$ cat src/rtl/pc_next_unit.sv
// pc_next_unit: PC register and next-PC selection for the fetch stage.
// Selects among sequential, JALR, BRANCH, JAL, MTVEC and MEPC targets, buffers a
// redirect that arrives during a stall, and pulses FLUSH/ERR/MISALIGN for one cycle.
// Optional feature: define PC_MISALIGN_CHK_EN to trap misaligned redirect targets
// to MTVEC instead of silently masking their low bits.
module pc_next_unit #(
  parameter int              XLEN      = 32,
  parameter logic [XLEN-1:0] RESET_VEC = '0,
  parameter int              IALIGN    = 32
) (
  input  logic            CLK,
  input  logic            RST,
  input  logic            STALL,
  input  logic [2:0]      PC_SOURCE,
  input  logic [XLEN-1:0] JALR,
  input  logic [XLEN-1:0] BRANCH,
  input  logic [XLEN-1:0] JAL,
  input  logic [XLEN-1:0] MTVEC,
  input  logic [XLEN-1:0] MEPC,
  output logic [XLEN-1:0] PC_OUT,
  output logic [XLEN-1:0] PC_PLUS,
  output logic            FLUSH,
  output logic            PEND,
  output logic            ERR,
  output logic            MISALIGN
);

  localparam int              INC       = IALIGN / 8;
  localparam logic [XLEN-1:0] INC_V     = XLEN'(INC);
  localparam logic [XLEN-1:0] LOW_MASK  = XLEN'(INC - 1);
  localparam logic [XLEN-1:0] BIT0_MASK = XLEN'(1);
  localparam logic [XLEN-1:0] TVEC_MASK = XLEN'(3);

  localparam logic [1:0] ST_BOOT = 2'd0;
  localparam logic [1:0] ST_RUN  = 2'd1;
  localparam logic [1:0] ST_HOLD = 2'd2;

  logic [1:0]      state_q, state_d;
  logic [XLEN-1:0] pc_q, pc_d;
  logic [XLEN-1:0] buf_tgt_q, buf_tgt_d;
  logic [1:0]      buf_pri_q, buf_pri_d;
  logic            pend_q, pend_d;
  logic            flush_q, flush_d;
  logic            err_q, err_d;
  logic            mis_q, mis_d;

  logic [XLEN-1:0] jalr_c, branch_c, jal_c, mtvec_c, mepc_c;
  logic [XLEN-1:0] sel_tgt;
  logic [1:0]      sel_pri;
  logic            is_redir;
  logic            is_rsvd;
  logic            commit_en;
  logic            commit_nonseq;
  logic [XLEN-1:0] commit_tgt;

  assign PC_PLUS = pc_q + INC_V;

  // Condition raw targets: JALR drops bit0, MTVEC is always word aligned.
  always_comb begin
    jalr_c   = JALR & ~BIT0_MASK;
    branch_c = BRANCH;
    jal_c    = JAL;
    mtvec_c  = MTVEC & ~TVEC_MASK;
    mepc_c   = MEPC;
`ifndef PC_MISALIGN_CHK_EN
    // Without the trap check, low bits below the instruction alignment are masked.
    jalr_c   = jalr_c & ~LOW_MASK;
    branch_c = branch_c & ~LOW_MASK;
    jal_c    = jal_c & ~LOW_MASK;
    mtvec_c  = mtvec_c & ~LOW_MASK;
    mepc_c   = mepc_c & ~LOW_MASK;
`endif
  end

  // Decode PC_SOURCE into a target, its priority and its class.
  always_comb begin
    sel_tgt  = PC_PLUS;
    sel_pri  = 2'd0;
    is_redir = 1'b0;
    is_rsvd  = 1'b0;
    case (PC_SOURCE)
      3'b001:  begin sel_tgt = jalr_c;   sel_pri = 2'd1; is_redir = 1'b1; end
      3'b010:  begin sel_tgt = branch_c; sel_pri = 2'd1; is_redir = 1'b1; end
      3'b011:  begin sel_tgt = jal_c;    sel_pri = 2'd1; is_redir = 1'b1; end
      3'b100:  begin sel_tgt = mtvec_c;  sel_pri = 2'd3; is_redir = 1'b1; end
      3'b101:  begin sel_tgt = mepc_c;   sel_pri = 2'd2; is_redir = 1'b1; end
      3'b110,
      3'b111:  is_rsvd = 1'b1;
      default: sel_tgt = PC_PLUS;
    endcase
  end

  // State machine: pick what (if anything) commits to the PC and manage the redirect buffer.
  always_comb begin
    state_d       = state_q;
    pc_d          = pc_q;
    buf_tgt_d     = buf_tgt_q;
    buf_pri_d     = buf_pri_q;
    pend_d        = pend_q;
    flush_d       = 1'b0;
    err_d         = 1'b0;
    mis_d         = 1'b0;
    commit_en     = 1'b0;
    commit_nonseq = 1'b0;
    commit_tgt    = pc_q;
    case (state_q)
      ST_BOOT: state_d = ST_RUN;
      ST_RUN: begin
        err_d = is_rsvd;
        if (!STALL) begin
          commit_en     = 1'b1;
          commit_tgt    = sel_tgt;
          commit_nonseq = is_redir;
        end else if (is_redir) begin
          buf_tgt_d = sel_tgt;
          buf_pri_d = sel_pri;
          pend_d    = 1'b1;
          state_d   = ST_HOLD;
        end
      end
      ST_HOLD: begin
        err_d = is_rsvd;
        if (STALL) begin
          // Newer redirect wins unless the buffered one outranks it.
          if (is_redir && (sel_pri >= buf_pri_q)) begin
            buf_tgt_d = sel_tgt;
            buf_pri_d = sel_pri;
          end
        end else begin
          commit_en     = 1'b1;
          commit_nonseq = 1'b1;
          commit_tgt    = (PC_SOURCE == 3'b100) ? mtvec_c : buf_tgt_q;
          pend_d        = 1'b0;
          state_d       = ST_RUN;
        end
      end
      default: state_d = ST_BOOT;
    endcase

    if (commit_en) begin
      pc_d    = commit_tgt;
      flush_d = commit_nonseq;
`ifdef PC_MISALIGN_CHK_EN
      // A misaligned redirect is not taken; it traps to the vector instead.
      if (commit_nonseq && ((commit_tgt & LOW_MASK) != '0)) begin
        pc_d    = mtvec_c;
        mis_d   = 1'b1;
        flush_d = 1'b1;
      end
`endif
    end
  end

  // State registers; reset discards any buffered redirect.
  always_ff @(posedge CLK or posedge RST) begin
    if (RST) begin
      state_q   <= ST_BOOT;
      pc_q      <= RESET_VEC;
      buf_tgt_q <= '0;
      buf_pri_q <= 2'd0;
      pend_q    <= 1'b0;
      flush_q   <= 1'b0;
      err_q     <= 1'b0;
      mis_q     <= 1'b0;
    end else begin
      state_q   <= state_d;
      pc_q      <= pc_d;
      buf_tgt_q <= buf_tgt_d;
      buf_pri_q <= buf_pri_d;
      pend_q    <= pend_d;
      flush_q   <= flush_d;
      err_q     <= err_d;
      mis_q     <= mis_d;
    end
  end

  assign PC_OUT = pc_q;
  assign FLUSH  = flush_q;
  assign PEND   = pend_q;
  assign ERR    = err_q;
`ifdef PC_MISALIGN_CHK_EN
  assign MISALIGN = mis_q;
`else
  assign MISALIGN = 1'b0;
  logic unused_mis;
  assign unused_mis = mis_q;
`endif

endmodule
$ cat config.mk
export PLATFORM = sky130hd
export DESIGN_NAME = pc_next_unit
export DESIGN_NICKNAME = d
export VERILOG_FILES = /design/src/rtl/pc_next_unit.sv
export SDC_FILE = /design/constraint.sdc
export NUM_CORES = 1
export LEC_CHECK = 0
export CORE_ASPECT_RATIO = 0.5
export CORE_UTILIZATION = 23
export CTS_CLUSTER_DIAMETER = 50
export CTS_CLUSTER_SIZE = 10
export DETAILED_ROUTE_END_ITERATION = 10
export GPL_ROUTABILITY_DRIVEN = 0
export MAX_ROUTING_LAYER = met4
export PLACE_DENSITY_LB_ADDON = 0.3
export SLEW_MARGIN = 30
export SYNTH_ARGS = -nofsm -noshare
export SYNTH_HDL_FRONTEND = slang
export SYNTH_SLANG_ARGS = --single-unit
$ cat constraint.sdc
create_clock -name CLK -period 3.2 [get_ports CLK]
set_input_delay 0.32 -clock CLK [delete_from_list [all_inputs] [get_ports CLK]]
set_output_delay 0.32 -clock CLK [all_outputs]
set_load 0.02 [all_outputs]
==> results of run 1 <==
-- per-layer routing --
layer | share of wire, % | wire length [um] | vias up | GRT usage (%)
met4 | 2.1 | 516 | 0 | 5.874
met2 | 50 | 12220 | 177 | 34.17
met3 | 4.8 | 1172 | 31 | 2.586
met1 | 43 | 10540 | 2990 | 25.29
met5 | 0 | 0 | - | -
li1 | - | - | 2852 | -
-- layout make-up --
cell class | instances | area (um2) | share of cell area (%)
clock buffer | 11 | 242.7 | 2.830
antenna | 1 | 2.502 | 0.02918
multi-input combinational | 516 | 3486 | 40.64
timing repair buffer | 263 | 2564 | 29.89
clock inverter | 5 | 57.56 | 0.6710
inverter | 17 | 63.81 | 0.7440
tap | 307 | 384.1 | 4.478
sequential | 71 | 1777 | 20.71
-- through the flow --
step	hold WS (ns)	setup WS, ns
after global placement	0.4608	0.2102
after floorplan	0.4460	0.3755
after CTS	0.4872	0.007428
final	0.4722	0.1985
after detailed placement	0.4727	0.1442
after global routing	0.4979	0.05719
-- flip-flops by register name, summed over array words and instances, names as in the netlist --
register / count
ERR: 1
FLUSH: 1
PC_OUT: 32
PEND: 1
buf_pri_q: 2
buf_tgt_q: 32
state_q: 2
-- cells in the mapped netlist (8+ instances only) --
cell type,count
xnor2_1,16
clkbuf_1,33
inv_1,17
nor2_1,37
dfrtp_1,71
xor2_1,11
buf_2,10
nand3_1,20
mux2i_1,31
nand2_1,97
ha_1,11
o21a_1,11
o221ai_1,12
a22oi_1,19
mux2_2,34
nand4_1,11
a21oi_1,38
a221o_1,8
o21ai_0,41
-- logic make-up after synthesis --
logic type | count (synthesis) | share of synthesized area [%]
AOI/OAI and AO/OA | 203 | 25.20
other | 1 | 0.06775
buffers and inverters | 68 | 5.470
and+or+nand+nor | 208 | 17.68
DFF | 71 | 32.10
muxes | 66 | 12.73
adders and majority gates | 11 | 2.486
xor gates and xnor gates | 27 | 4.272
-- worst max-delay path by stage --
stage,from,to,slack [ns],cells after the start
2_1_floorplan,PC_SOURCE[0],buf_tgt_q[14]$_DFFE_PP0P_,0.38,14
3_3_place_gp,PC_OUT[3]$_DFFE_PP0P_,PC_PLUS[24],0.21,8
3_5_place_dp,PC_OUT[3]$_DFFE_PP0P_,PC_PLUS[24],0.14,8
4_1_cts,PC_OUT[3]$_DFFE_PP0P_,PC_PLUS[28],0.007,8
5_1_grt,PC_OUT[3]$_DFFE_PP0P_,PC_PLUS[16],0.06,6
6_report,PC_OUT[3]$_DFFE_PP0P_,PC_PLUS[22],0.20,7
-- report_power, final --
| part | internal [mW] | total [mW] | leakage [nW] | switching, mW |
|---|---|---|---|---|
| sequential | 1.30 | 1.68 | 0.886 | 0.386 |
| combinational | 1.70 | 3.59 | 2.50 | 1.89 |
| clock | 0.625 | 1.05 | 0.138 | 0.422 |
-- timing repair --
item                                    CTS  global route
endpoints found under the setup margin    7             4
buffers inserted                          0             0
gates resized for setup                   5             4
==> impl_summary.log, run 1 <==
[metrics] starting utilization of the core area: 23.83%
[metrics] reg2reg end: PC_OUT[19]$_DFFE_PP0P_
[metrics] critical path's largest stage delay: 0.56 ns
[metrics] max frequency: ~330 MHz
[metrics] area post-placement: around 8300 um2
[metrics] depth of the worst register-to-register path: 7
[metrics] Power Density: around 740 nW/um2
[metrics] post-route cell area: 8577 um2
[metrics] Buf/Inv on CP: 1
[metrics] Util after Layout: approximately 37%
[metrics] cell accounting for the most synthesized area: dfrtp_1
[metrics] H-Tree Level Count: 3
[metrics] final period utilization: 93.80%
[metrics] Final Setup Violations: 0
[metrics] maximum capacitance violations: 0
[metrics] data arrival time of the critical path: roughly 2.7 ns
[metrics] CTS Hold Bufs: 0
[metrics] number of max-slew violations in the final report: 0
[metrics] Fill cells: between 2000 and 2500
[metrics] Critical Path, Cell by Cell: ha_1, nand3_2, or4_4, nor2_1, and3_1, xor2_1, dlygate4sd2_1
[metrics] type of origin of the critical path: flop
[metrics] Max IR drop VDD: ~0.32 mV
[metrics] # IOs: 234
[metrics] post-detailed-route DRC marker count: 0
[metrics] clock-pin transition on the worst setup and hold timing paths: 0.06 ns
[metrics] final antenna-violating net count: 0
[metrics] run status: finished, final reports clean
[metrics] global-route wire length before repair: ~37000 um
[metrics] buffers from clock root to sink, at most: 2
[metrics] initial antenna violation count: 1
[metrics] Critical Path RT: 2.88 ns
[metrics] placed wire-length estimate: roughly 19000 um
[metrics] area share of the leading cell type in the synthesized netlist: between 30% and 40%
[metrics] number of vias per cell: a little over 5
[metrics] reg2reg start: state_q[1]$_DFFE_PP0P_
[metrics] 1st-iter DRT viols: roughly 430
[metrics] Die Height: roughly 110 um
[metrics] Worst-Skew Late Latency: around 0.34 ns
[metrics] fraction of final layout cells sized beyond drive strength 1: between 10% and 20%
[metrics] most common library cell in the layout ignoring fill and taps: clkdlybuf4s50_1
[metrics] critical-path cell with the highest stage delay: or4_4
[metrics] floorplan row count: 39
[metrics] share of flip-flops with an asynchronous set or reset after synthesis: 100.0%
[metrics] vias post-DR: 6050
[metrics] cts bufs inserted: 9
[metrics] total power: between 6 and 7 mW
[metrics] Total Neg Setup Slack: 0 ns
[metrics] Layout Nets: between 1000 and 1500
[metrics] overall routing resource usage: between 20% and 30%
[metrics] Setup crit end kind: output port
[metrics] most instantiated flip-flop cell in the synthesis netlist: dfrtp_1
[metrics] synthesized area per cell: approximately 8.5 um2
[metrics] core area: 23230 um2
[metrics] biggest area contributors in the synthesized netlist: dfrtp_1, mux2_2, nand2_1, mux2i_1, o21ai_0
[metrics] GRT Residual Overflow: 0
[metrics] Leak: about 3.5 nW
[metrics] maximum number of pins on one net before global-route repair: 40
[metrics] clock tree from TritonCTS: done
[metrics] syn nets: ~830
[metrics] Slew HR: between 40% and 50%
[metrics] total standard cell area after synthesis: between 5000 and 6000 um2
[metrics] post-placement cell count: 1174
[metrics] number of global-route vias before repair: 6304
[metrics] flip-flop and latch count after synthesis: between 70 and 80
[metrics] number of enable-type register cells in the synthesized netlist: 0
[metrics] clock root cell: clkbuf_16
[metrics] layout overhead on the synthesized area: 54.95%
[metrics] number of hold violations in the final report: 0
[metrics] type of the worst setup path: reg2out
[metrics] time the worst path needs with I/O delays and setup: about 3 ns
[metrics] Max Clock Skew: ~0.0098 ns
[metrics] count of buffers from port buffering: between 200 and 250
[metrics] post-detailed-route wirelength per cell: 20.52 um
[metrics] commonest non-fill, non-tap cells in the layout: clkdlybuf4s50_1, nand2_1, dfrtp_1, o21ai_0
[metrics] die area: around 25000 um2
[metrics] slew at the pin with the worst max-slew slack: just under 0.9 ns
[metrics] Top Family by Delay on Critical Path: simple AND/OR/NAND/NOR gates
[metrics] drt total wl: 24450 um
[metrics] Pre-Repair DR Iteration Count: 7
[metrics] yosys warns: 0
[metrics] RSZ-0062 raised after global routing: false
[metrics] Sinks on Clock Net: 71
[metrics] top fanout value on the critical path: 6
[metrics] final non-filler cell total: about 1200
[metrics] class of the worst hold path: in2async
[metrics] Mapped Cells: 655
[metrics] post-synthesis cell type count: 72
[metrics] register area share after synthesis: 32.10%
[metrics] setup slack of the most critical reg-to-reg path: ~0.58 ns
[metrics] overall die width: between 200 and 250 um
(Power assumes the default switching activity.)
==> run 2, diff against run 1 <==
Settings changed: SLEW_MARGIN 30 to default.
==> results of run 2 <==
Same layout as run 1: the final DEF is identical, and so are final timing and power.
==> run 3, diff against run 2 <==
Settings changed: CORE_MARGIN from default to 2.
==> impl_summary.log, run 3 (same netlist as run 1, synthesis figures left out) <==
[metrics] run status: finished, final reports clean
[metrics] buffers from clock root to sink, at most: 2 (unchanged)
[metrics] Layout Nets: 1055 (unchanged)
[metrics] most common library cell in the layout ignoring fill and taps: clkdlybuf4s50_1
[metrics] Die Height: 113.7 um (+1.8%)
[metrics] vias post-DR: 6034 (-0.26%)
[metrics] setup slack of the critical path after layout: 0.1298 ns (-0.06871 ns)
[metrics] reg2reg start: state_q[0]$_DFFE_PP0P_
[metrics] top fanout value on the critical path: 5 (-1)
[metrics] # IOs: 234 (unchanged)
[metrics] type of origin of the critical path: flop
[metrics] floorplan row count: 40 (+2.6%)
[metrics] final antenna-violating net count: 0 (unchanged)
[metrics] Pre-Repair DR Iteration Count: 5 (-2)
[metrics] placed wire-length estimate: 18810 um (-0.96%)
[metrics] Critical Path, Cell by Cell: ha_1, nand3_2, buf_4, nor4_1, buf_4, nand4_1, xnor2_2, clkdlybuf4s50_1
[metrics] Fill cells: 2448 (+2.9%)
[metrics] type of the worst setup path: reg2out
[metrics] critical path's largest stage delay: 0.66 ns (+0.10 ns)
[metrics] Max IR drop VDD: 0.3363 mV (+6.7%)
[metrics] number of vias per cell: 5.033 (-0.93%)
[metrics] post-detailed-route DRC marker count: 0 (unchanged)
[metrics] maximum capacitance violations: 0 (unchanged)
[metrics] Most Frequent Cell on Critical Path: buf_4
[metrics] core area: 23820 um2 (+2.6%)
[metrics] slew at the pin with the worst max-slew slack: 0.8640 ns (-0.02803 ns)
[metrics] worst slack at placement: 0.1873 ns (+0.04319 ns)
[metrics] initial antenna violation count: 1 (unchanged)
[metrics] Total Neg Setup Slack: 0 ns (unchanged)
[metrics] share of power burned in the clock network: 17.5% (+0.9 points)
[metrics] GRT Residual Overflow: 0 (unchanged)
[metrics] clock-pin transition on the worst setup and hold timing paths: 0.06 ns (about the same)
[metrics] time the worst path needs with I/O delays and setup: 3.070 ns (+0.06871 ns)
[metrics] Sinks on Clock Net: 71 (unchanged)
[metrics] class of the worst hold path: in2async
[metrics] layout overhead on the synthesized area: 55.27%
[metrics] post-detailed-route wirelength per cell: 20.32 um (-1.0%)
[metrics] maximum number of pins on one net before global-route repair: 72 (+80%)
[metrics] overall die width: 223.4 um (+0.90%)
[metrics] total power: 6.401 mW (+1.2%)
[metrics] Leak: 3.526 nW (about the same)
[metrics] share of total power consumed by net switching: 42.09% (-0.58 points)
[metrics] number of global-route vias before repair: 6094 (-3.3%)
[metrics] cts bufs inserted: 9 (unchanged)
[metrics] launching instance or port of the critical path: PC_OUT[2]$_DFFE_PP0P_
[metrics] count of buffers from port buffering: 222 (unchanged)
[metrics] switching power: 2.694 mW (-0.14%)
[metrics] CTS Hold Bufs: 0 (unchanged)
[metrics] RSZ-0062 raised after global routing: false
[metrics] Slew HR: 42.26% (+1.7 points)
[metrics] Critical Path RT: 2.88 ns (about the same)
[metrics] data arrival time of the critical path: 2.75 ns (+0.07 ns)
[metrics] clock root cell: clkbuf_16
[metrics] global-route wire length before repair: 36850 um (-1.3%)
[metrics] Combinational Power Share: 56.2% (-0.6 points)
[metrics] number of max-slew violations in the final report: 0 (unchanged)
[metrics] H-Tree Level Count: 3 (unchanged)
[metrics] clock tree from TritonCTS: done
[metrics] post-route cell area: 8594 um2 (+0.20%)
[metrics] Internal Pwr Total: 3.707 mW (+2.3%)
[metrics] Power Density: 744.7 nW/um2 (+1.0%)
[metrics] register share of total power: 26.2% (-0.4 points)
[metrics] Worst-Skew Late Latency: 0.34 ns (about the same)
[metrics] post-placement cell count: 1182 (+0.68%)
[metrics] area post-placement: 8253 um2 (about the same)
[metrics] starting utilization of the core area: 23.24% (-0.60 points)
[metrics] commonest non-fill, non-tap cells in the layout: clkdlybuf4s50_1, nand2_1, dfrtp_1, o21ai_0, buf_4
[metrics] number of hold violations in the final report: 0 (unchanged)
[metrics] 1st-iter DRT viols: 462 (+7.7%)
[metrics] drt total wl: 24360 um (-0.34%)
[metrics] final period utilization: 95.94% (+2.1 points)
[metrics] overall routing resource usage: 19.60% (-0.62 points)
[metrics] Final Setup Violations: 0 (unchanged)
[metrics] critical-path cell with the highest stage delay: clkdlybuf4s50_1
[metrics] fraction of final layout cells sized beyond drive strength 1: 12.57% (+0.11 points)
[metrics] final non-filler cell total: 1199 (+0.67%)
[metrics] Max Clock Skew: 0.008379 ns (-0.001408 ns)
[metrics] die area: 25400 um2 (+2.7%)
[metrics] max frequency: 325.7 MHz (-2.2%)
[metrics] Setup crit end kind: output port
run 3: power by group through the flow:
stage	Clock, mW	Sequential [mW]	Combinational, mW
4_1_cts	1.14	1.68	3.62
5_1_grt	1.18	1.74	3.87
3_3_place_gp	0	1.67	3.56
2_1_floorplan	0	1.83	1.78
6_report	1.12	1.68	3.60
3_5_place_dp	0	1.69	3.61
run 3: what timing repair did:
action                     in CTS  in global routing
resized for setup               2                  3
setup endpoints to repair       3                  3
buffers inserted                0                  0
hold endpoints to repair        0                  0
run 3: worst max-delay path, delay by kind of cell (launching register included):
| family | cells | cell delay (ns) |
|---|---|---|
| xor+xnor | 1 | 0.27 |
| fa+ha+maj | 1 | 0.20 |
| buf+inv | 3 | 1.05 |
| flops | 1 | 0.36 |
| simple gates | 3 | 0.51 |
run 3: cell type report:
type / count / area, um2 / area share, %
Multi-Input combinational cell: 516 / 3487 / 40.57
Timing Repair Buffer: 263 / 2546 / 29.63
Tap cell: 315 / 394.1 / 4.586
Sequential cell: 71 / 1777 / 20.67
Clock inverter: 5 / 81.33 / 0.9463
Inverter: 17 / 63.81 / 0.7425
Antenna cell: 1 / 2.502 / 0.02912
Clock buffer: 11 / 242.7 / 2.824
run 3: worst paths after layout:
kind / end / slack [ns] / depth (start not counted)
setup / recovery: PC_PLUS[24] / 0.13 / 8
hold / removal: buf_tgt_q[17]$_DFFE_PP0P_ / 0.37 / 3
hold reg to reg: buf_tgt_q[1]$_DFFE_PP0P_ / 0.48 / 2
setup reg to reg: PC_OUT[14]$_DFFE_PP0P_ / 0.79 / 7
min in group CLK: ERR$_DFF_PP0_ / 0.44 / 3
max in group asynchronous: PC_OUT[27]$_DFFE_PP0P_ / 2.47 / 3
run 3: per-layer routing:
layer | share of wire, % | GRT usage (%) | vias up
met2 | 49 | 32.31 | 141
met3 | 4.2 | 3.838 | 34
li1 | - | - | 2849
met4 | 2.5 | 6.311 | 0
met1 | 44 | 24.40 | 3010
met5 | 0 | - | -
run 3: metrics by stage:
step / hold WS, ns / utilization, %
finish: 0.3717 / 36.08
detailed placement: 0.4708 / 34.64
global route: 0.4241 / 36.08
floorplan: 0.4460 / -
CTS: 0.4036 / 36.01
global placement: 0.4605 / 34.64
